--- src/rtl/result_serializer_if.sv ---
// Result-in / word-out handshake bundle for the result serializer.
// The slave modport is the serializer's view; master is the driving environment.
interface result_serializer_if #(
    parameter int DATA_W = 256,
    parameter int WORD_W = 32
) ();
    logic              in_valid;
    logic [DATA_W-1:0] Q;
    logic [WORD_W-1:0] out_word;
    logic              out_valid;
    logic              out_ready;
    logic              out_last;

    modport slave (
        input  in_valid, Q, out_ready,
        output out_word, out_valid, out_last
    );

    modport master (
        output in_valid, Q, out_ready,
        input  out_word, out_valid, out_last
    );
endinterface

--- src/rtl/result_serializer.sv ---
// Buffers multiplier results in a FIFO and streams each one as WORDS words,
// most-significant first, over ready/valid. Results arriving into a full FIFO are dropped.
module result_serializer #(
    parameter int DATA_W = 256,
    parameter int WORD_W = 32,
    parameter int WORDS  = 8,
    parameter int DEPTH  = 16
) (
    input  logic                         clock,
    input  logic                         reset,
    result_serializer_if.slave           bus,
    output logic [$clog2(DEPTH+1)-1:0]   count,
    output logic                         full,
    output logic                         overflow
);
    localparam int AW = $clog2(DEPTH);
    localparam int CW = $clog2(DEPTH+1);
    localparam int IW = $clog2(WORDS);
    localparam logic [CW-1:0] DEPTH_C = CW'(DEPTH);
    localparam logic [IW-1:0] LAST_C  = IW'(WORDS-1);

    typedef enum logic {IDLE, SEND} state_t;

    logic [DATA_W-1:0] mem [DEPTH];

    state_t            state_q, state_d;
    logic [AW-1:0]     wr_ptr_q, wr_ptr_d, rd_ptr_q, rd_ptr_d;
    logic [CW-1:0]     count_q, count_d;
    logic [DATA_W-1:0] sr_q, sr_d;
    logic [IW-1:0]     idx_q, idx_d;
    logic              out_valid_q, out_valid_d;
    logic              out_last_q, out_last_d;
    logic              overflow_q, overflow_d;
    logic              full_q, full_d;
    logic              push, pop, hs, not_empty;

    always_comb begin
        hs        = out_valid_q & bus.out_ready;
        not_empty = (count_q != '0);
        pop       = 1'b0;
        state_d   = state_q;
        sr_d      = sr_q;
        idx_d     = idx_q;
        case (state_q)
            IDLE: if (not_empty) begin
                pop     = 1'b1;
                state_d = SEND;
            end
            SEND: if (hs) begin
                if (idx_q != LAST_C) begin
                    sr_d  = sr_q << WORD_W;
                    idx_d = idx_q + IW'(1);
                end else if (not_empty) begin
                    pop = 1'b1;
                end else begin
                    state_d = IDLE;
                end
            end
            default: state_d = IDLE;
        endcase
        if (pop) begin
            sr_d  = mem[rd_ptr_q];
            idx_d = '0;
        end
        // A pop in the same cycle frees a slot, so a full FIFO can still accept.
        push        = bus.in_valid & ((count_q != DEPTH_C) | pop);
        wr_ptr_d    = wr_ptr_q + AW'(push);
        rd_ptr_d    = rd_ptr_q + AW'(pop);
        count_d     = count_q + CW'(push) - CW'(pop);
        full_d      = (count_d == DEPTH_C);
        overflow_d  = overflow_q | (bus.in_valid & ~push);
        out_valid_d = (state_d == SEND);
        out_last_d  = (state_d == SEND) && (idx_d == LAST_C);
    end

    always_ff @(posedge clock) begin
        if (!reset) begin
            state_q     <= IDLE;
            wr_ptr_q    <= '0;
            rd_ptr_q    <= '0;
            count_q     <= '0;
            sr_q        <= '0;
            idx_q       <= '0;
            out_valid_q <= 1'b0;
            out_last_q  <= 1'b0;
            overflow_q  <= 1'b0;
            full_q      <= 1'b0;
        end else begin
            state_q     <= state_d;
            wr_ptr_q    <= wr_ptr_d;
            rd_ptr_q    <= rd_ptr_d;
            count_q     <= count_d;
            sr_q        <= sr_d;
            idx_q       <= idx_d;
            out_valid_q <= out_valid_d;
            out_last_q  <= out_last_d;
            overflow_q  <= overflow_d;
            full_q      <= full_d;
        end
    end

    always_ff @(posedge clock) begin
        if (reset && push) mem[wr_ptr_q] <= bus.Q;
    end

    // The word on the bus is always the top of the shift register; it holds in IDLE.
    assign bus.out_word  = sr_q[DATA_W-1 -: WORD_W];
    assign bus.out_valid = out_valid_q;
    assign bus.out_last  = out_last_q;
    assign count         = count_q;
    assign full          = full_q;
    assign overflow      = overflow_q;
endmodule

--- src/flat_wrapper.sv ---
// flat-port wrapper written by rule: the top's interface ports become plain ports
module result_serializer_flat 
#(
    parameter int DATA_W = 256,
    parameter int WORD_W = 32,
    parameter int WORDS  = 8,
    parameter int DEPTH  = 16
)
  (clock, reset, count, full, overflow, bus_in_valid, bus_Q, bus_out_ready, bus_out_word, bus_out_valid, bus_out_last);
  result_serializer_if #(.DATA_W(DATA_W), .WORD_W(WORD_W)) bus_i ();
  input  logic clock;
  input  logic reset;
  output logic [$clog2(DEPTH+1)-1:0] count;
  output logic full;
  output logic overflow;
  input wire logic [$bits(bus_i.in_valid)-1:0] bus_in_valid;
  input wire logic [$bits(bus_i.Q)-1:0] bus_Q;
  input wire logic [$bits(bus_i.out_ready)-1:0] bus_out_ready;
  output wire logic [$bits(bus_i.out_word)-1:0] bus_out_word;
  output wire logic [$bits(bus_i.out_valid)-1:0] bus_out_valid;
  output wire logic [$bits(bus_i.out_last)-1:0] bus_out_last;
  assign bus_i.in_valid = bus_in_valid;
  assign bus_i.Q = bus_Q;
  assign bus_i.out_ready = bus_out_ready;
  assign bus_out_word = bus_i.out_word;
  assign bus_out_valid = bus_i.out_valid;
  assign bus_out_last = bus_i.out_last;
  result_serializer #(.DATA_W(DATA_W), .WORD_W(WORD_W), .WORDS(WORDS), .DEPTH(DEPTH)) u_core (.clock(clock), .reset(reset), .bus(bus_i), .count(count), .full(full), .overflow(overflow));
endmodule
--- config.mk ---
export PLATFORM = sky130hd
export DESIGN_NAME = result_serializer_flat
export DESIGN_NICKNAME = d
export VERILOG_FILES = /design/src/rtl/result_serializer_if.sv /design/src/rtl/result_serializer.sv /design/src/flat_wrapper.sv
export SDC_FILE = /design/constraint.sdc
export NUM_CORES = 2
export LEC_CHECK = 0
export ABC_AREA = 0
export CORE_UTILIZATION = 40
export DETAILED_ROUTE_END_ITERATION = 8
export PLACE_DENSITY = 0.59
export SLEW_MARGIN = 20
export SYNTH_ARGS = -nofsm -noshare
export SYNTH_HDL_FRONTEND = slang
export SYNTH_SLANG_ARGS = --single-unit
--- constraint.sdc ---
create_clock -name clock -period 24.2 [get_ports clock]
set_input_delay 4.84 -clock clock [delete_from_list [all_inputs] [get_ports clock]]
set_output_delay 4.84 -clock clock [all_outputs]
set_load 0.02 [all_outputs]
Word-level counts from Yosys, hierarchy flattened
Memories as Yosys holds them, arrays and structs flattened. A register that Yosys moved wholly into a read port is not among the register bits. Index checks and enable logic that the tools add are counted.

Bits in registers: 276. Bits in writable memories: 4096. Bits of input ports: 260. Output and inout bits: 41. Memories: 1.

Add/sub/neg operators: 5. Equal/unequal tests: 4. Multiplexer cells: 18. Bitwise gates (word level): 7. Reduce and logical (&&, ||, !) cells: 7.

Memories: u_core.mem (depth 16, width 256, read ports 1, clocked after memory_dff 1, wr ports 1, line result_serializer.sv:24) `logic [DATA_W-1:0] mem [DEPTH];`.

Operators with widths (number): 256-bit 2-to-1 mux (4); 3-bit 2-to-1 mux (4); 4-bit by 1-bit adder with 4-bit output (2); 1-bit 2-to-1 mux (7); 2-bit nonzero test (3); 5-bit by 1-bit adder with 5-bit output (1); 5-bit == test (second input constant) (1); 5-bit inequality test (second input constant) (1); 5-bit nonzero test (1); 5-bit by 1-bit subtractor with 5-bit output (1); 4-bit 2-to-1 mux (1); 1-bit case mux with 2 select lines (2); 3-bit by 1-bit adder with 3-bit output (second input constant) (1); 1-bit bitwise AND (3); 3-bit == test (second input constant) (1); 3-bit inequality test (second input constant) (1); 3-bit AND reduction (1); 1-bit logical AND (2); 1-bit inverter (2); 1-bit bitwise OR (2).

Logic depth before layout (Yosys ltp)
Depth after elaboration: 10. Mapped depth: 18. Gate-level depth less buffers: 15.

Worst setup path after synthesis
No wires, ideal clock.

Kind: input to register. From: in bus_out_ready. To: mem u_core.mem[0][0], enable pin. Library setup time: 1.186 ns. Arrival time: 22.919 ns. Required time: 23.014 ns. Setup slack: 0.095 ns. Stages: 6. Cells stage by stage: buf_2 -> nand3_1 -> nand4_1 -> nor4b_1 -> nand2b_1 -> nor3_1.

Cells in the longest elaborated chain, start to end: 8.

RTL lines: start, declared (line flat_wrapper.sv:18) `input wire logic [$bits(bus_i.out_ready)-1:0] bus_out_ready;`; 1-bit bitwise AND (line result_serializer.sv:38) `hs = out_valid_q & bus.out_ready;`; 1-bit 2-to-1 mux (line result_serializer.sv:49) `SEND: if (hs) begin`; 1-bit case mux with 2 select lines (line result_serializer.sv:44) `case (state_q)`; 1-bit bitwise OR (line result_serializer.sv:66) `push = bus.in_valid & ((count_q != DEPTH_C) | pop);`; 1-bit bitwise AND (line result_serializer.sv:66); 1-bit logical AND (line result_serializer.sv:103) `if (reset && push) mem[wr_ptr_q] <= bus.Q;`; 1-bit 2-to-1 mux (line result_serializer.sv:103); 1-bit 2-to-1 mux (not written as such) (line result_serializer.sv:103); end, declared (line result_serializer.sv:24).

Every way passes these cells.

Worst setup path in the final report
From: in bus_out_ready. To: mem u_core.mem[6][19], enable pin.

The elaborated chain is that of the path after synthesis.

==> impl_metrics.yaml <==
outcome:
  outcome: "finished, final reports clean"
yosys:
  syn_inst: 7696
  async_flop_share: 0
  ys_seq_area_frac: 0.780
  ys.flop_type: "edfxtp_1"
  syn_area_mm2: 0.165
  synth_seq_cells: 4372
  mappedNetlistNets: 7968
  post-synth-top-area-cell: "edfxtp_1"
  synth_area_per_cell_um2: 21.4
  synth-edff-count: 4096
  synth.area.top_cells: "edfxtp_1 (75%), mux4_2 (12%), dfxtp_1 (3.4%), mux2i_1 (2.0%), a22oi_1 (1.2%)"
  yosys_warnings: 0
  yosysUniqueCellTypes: 69
  synth_top_area_frac: 0.746
floorplan:
  fp.dieH_um: 644
  io_pins: 301
  core_mm2: 0.410
  start_util: 0.402
  num_rows: 235
  die_w_um: 644
  dieArea_mm2: 0.414
routing:
  finalWirelength_um: 462000
  drt_iter0_markers: 8971
  wire_per_inst_um: 33.1
  drc: 0
  drtPass1Iterations: 5
  viasPerCell: 5.88
  vias: 82230
  ant_nets: 0
clock_network:
  clockBufferDepth: 4
  clk_pin_slew_ns: 0.06
  root_buffer: "clkbuf_16"
  cts_made_buffers: 438
  htree_levels: 5
  cts_tree: "built"
  clock_latency_ns: 1.00
  cts_resized: 0
  cts_hold_buf: 0
  postCtsSetupBuffers: 0
  cts_sinks: 4372
critical_path:
  cp-end-kind: "flip-flop"
  required_ns: 24.81
  start_kind: "input pin"
  timing_worst_setup_path_type: "input pin to flip-flop"
  crit_fanout: 99
  critPathArrivalTime_ns: 9.69
  rrSetupSlack_ns: 18.26
global_route:
  grt_max_degree: 133
  grt_pass1_wl_um: 644000
  grt_use_total: 0.218
  grt_pass1_vias: 81805
  antenna_found_initial: 112
  grt_overflow: 0
placement:
  place.gp.congestion: 0.812
  port_buffers: 300
  hpwlAfterDp_um: 270000
job:
  maxCapViolations: 0
sta:
  hold_viol: 0
  worst_pin_slew_ns: 1.25
  fmax_mhz: 110
  setup_viol: 0
  finalCritPeriodShare: 0.375
  fin_skew_ns: 0.0778
  finalSetupTns_ns: 0
  finalMaxSlewViolations: 0
  rsz0062_at_grt: "no"
  min_period_ns: 9.08
  worst_hold_slack_ns: 0.481
  slew_headroom: 0.162
worst_hold_path:
  hold_path.class: "flip-flop to flip-flop"
final_layout:
  seqCellArea_mm2: 0.129
  nets: 8384
  layout-drive-gt1-share: 0.211
  synthToLayoutAreaGrowth_pct: 14.4
  multi_input_area_mm2: 0.0339
  nFillCells: 33948
power_and_ir_drop:
  total_power_w: 0.0195
  ir_worst_vdd_v: 0.0000844
  power_leakage_nw: 57.4
  powerDensity_mw_per_mm2: 103
area by class of cell:
cell class,count,share of cell area
clock buffers,610,0.0643
clock inverters,210,0.0124
inverters,14,0.000345
multi-input cells,2801,0.180
well taps,5451,0.0362
repair buffers,485,0.0244
diodes,35,0.000465
flip-flops and latches,4372,0.682
flip-flops by register name, indices dropped and copies added, names as in the netlist, 3 cells and up:
register         cells
u_core.mem        4096
u_core.sr_q        256
u_core.count         5
u_core.rd_ptr_q      4
u_core.wr_ptr_q      4
u_core.idx_q         3
per-layer routing:
metal,part of all wire,up-vias,global-route usage
met5,0.00048,-,0
met4,0.034,36,0.0686
met3,0.076,739,0.0352
met2,0.49,3552,0.363
met1,0.40,44527,0.295
li1,-,33376,-
layout by cell type (no fill, tap or decap), types with 160 or more instances in the layout:
cell | Yosys | final
a22oi_1 | 255 | 255
edfxtp_1 | 4096 | 4096
mux2i_1 | 332 | 332
nand2_1 | 206 | 205
clkbuf_16 | 0 | 443
buf_4 | 68 | 168
clkdlybuf4s50_1 | 0 | 299
dfxtp_1 | 276 | 272
o22ai_1 | 160 | 160
mux4_2 | 910 | 910
where the power goes:
group / total [W] / internal (W) / switching (W)
logic: 0.00372 / 0.00160 / 0.00212
clock network: 0.00681 / 0.00394 / 0.00287
registers: 0.00898 / 0.00854 / 0.000435
total: 0.0195 / 0.0141 / 0.00542
kinds of logic (layout without fill, tap and decap cells):
kind of cell    Yosys count  in the layout  share of synthesized area
flops                  4372           4372                      0.780
other cells               0             35                          0
xor+xnor                 10             10                   0.000532
buf+inv                 523           1319                     0.0154
simple gates            480            480                     0.0135
fa+ha+maj                12             12                   0.000957
compound gates         1054           1054                     0.0448
mux                    1245           1245                      0.145
stage by stage:
stage / area (µm²) / worst slack, ns / utilization / std cells
2_1_floorplan: 165000 / 0.0947 / - / 7696
3_3_place_gp: 174000 / 14.08 / 0.424 / 13122
3_5_place_dp: 174000 / 14.11 / 0.424 / 13122
4_1_cts: 188000 / 15.18 / 0.460 / 13942
5_1_grt: 188000 / 14.92 / 0.460 / 13955
6_report: 189000 / 15.12 / 0.460 / 13978
cells in the mapped netlist, drive strengths merged, types with 8 or more instances:
library cell and n:
mux2i 332, a31oi 11, a21oi 156, o221a 61, clkbuf 212, a221o 53
a22oi 255, a221oi 32, o22ai 160, a211oi 27, mux4 910, ha 11
a22o 35, nor2 65, o21ai 183, nor3 108, edfxtp 4096, nand2 208
o211ai 25, buf 297, inv 13, and2 16, nand3 10, o221ai 16
o22a 8, dfxtp 276, xnor2 8, nor2b 15, or3 31, a211o 9
worst max-delay path, stage by stage:
cell and delay, ns:
clkdlybuf4s50_1 0.64, nand3_1 0.17, nand4_1 0.17, and3_1 0.21, nand3b_1 0.29, nor2_4 0.88, buf_12 0.65, buf_4 0.80
buf_4 0.71
worst paths after layout:
| path | from | to | depth (start not counted) |
|---|---|---|---|
| worst max register to register | u_core.rd_ptr_q[0]$_SDFF_PN0_ | u_core.sr_q[8]$_SDFFE_PN0P_ | 9 |
| worst min-delay path | u_core.idx_q[1]$_SDFF_PN0_ | u_core.idx_q[1]$_SDFF_PN0_ | 2 |
| worst max-delay path | bus_out_ready | u_core.mem[6][19]$_DFFE_PP_ | 9 |
| worst min register to register | u_core.idx_q[1]$_SDFF_PN0_ | u_core.idx_q[1]$_SDFF_PN0_ | 2 |
Note: power is estimated with default switching activity, not from simulation.
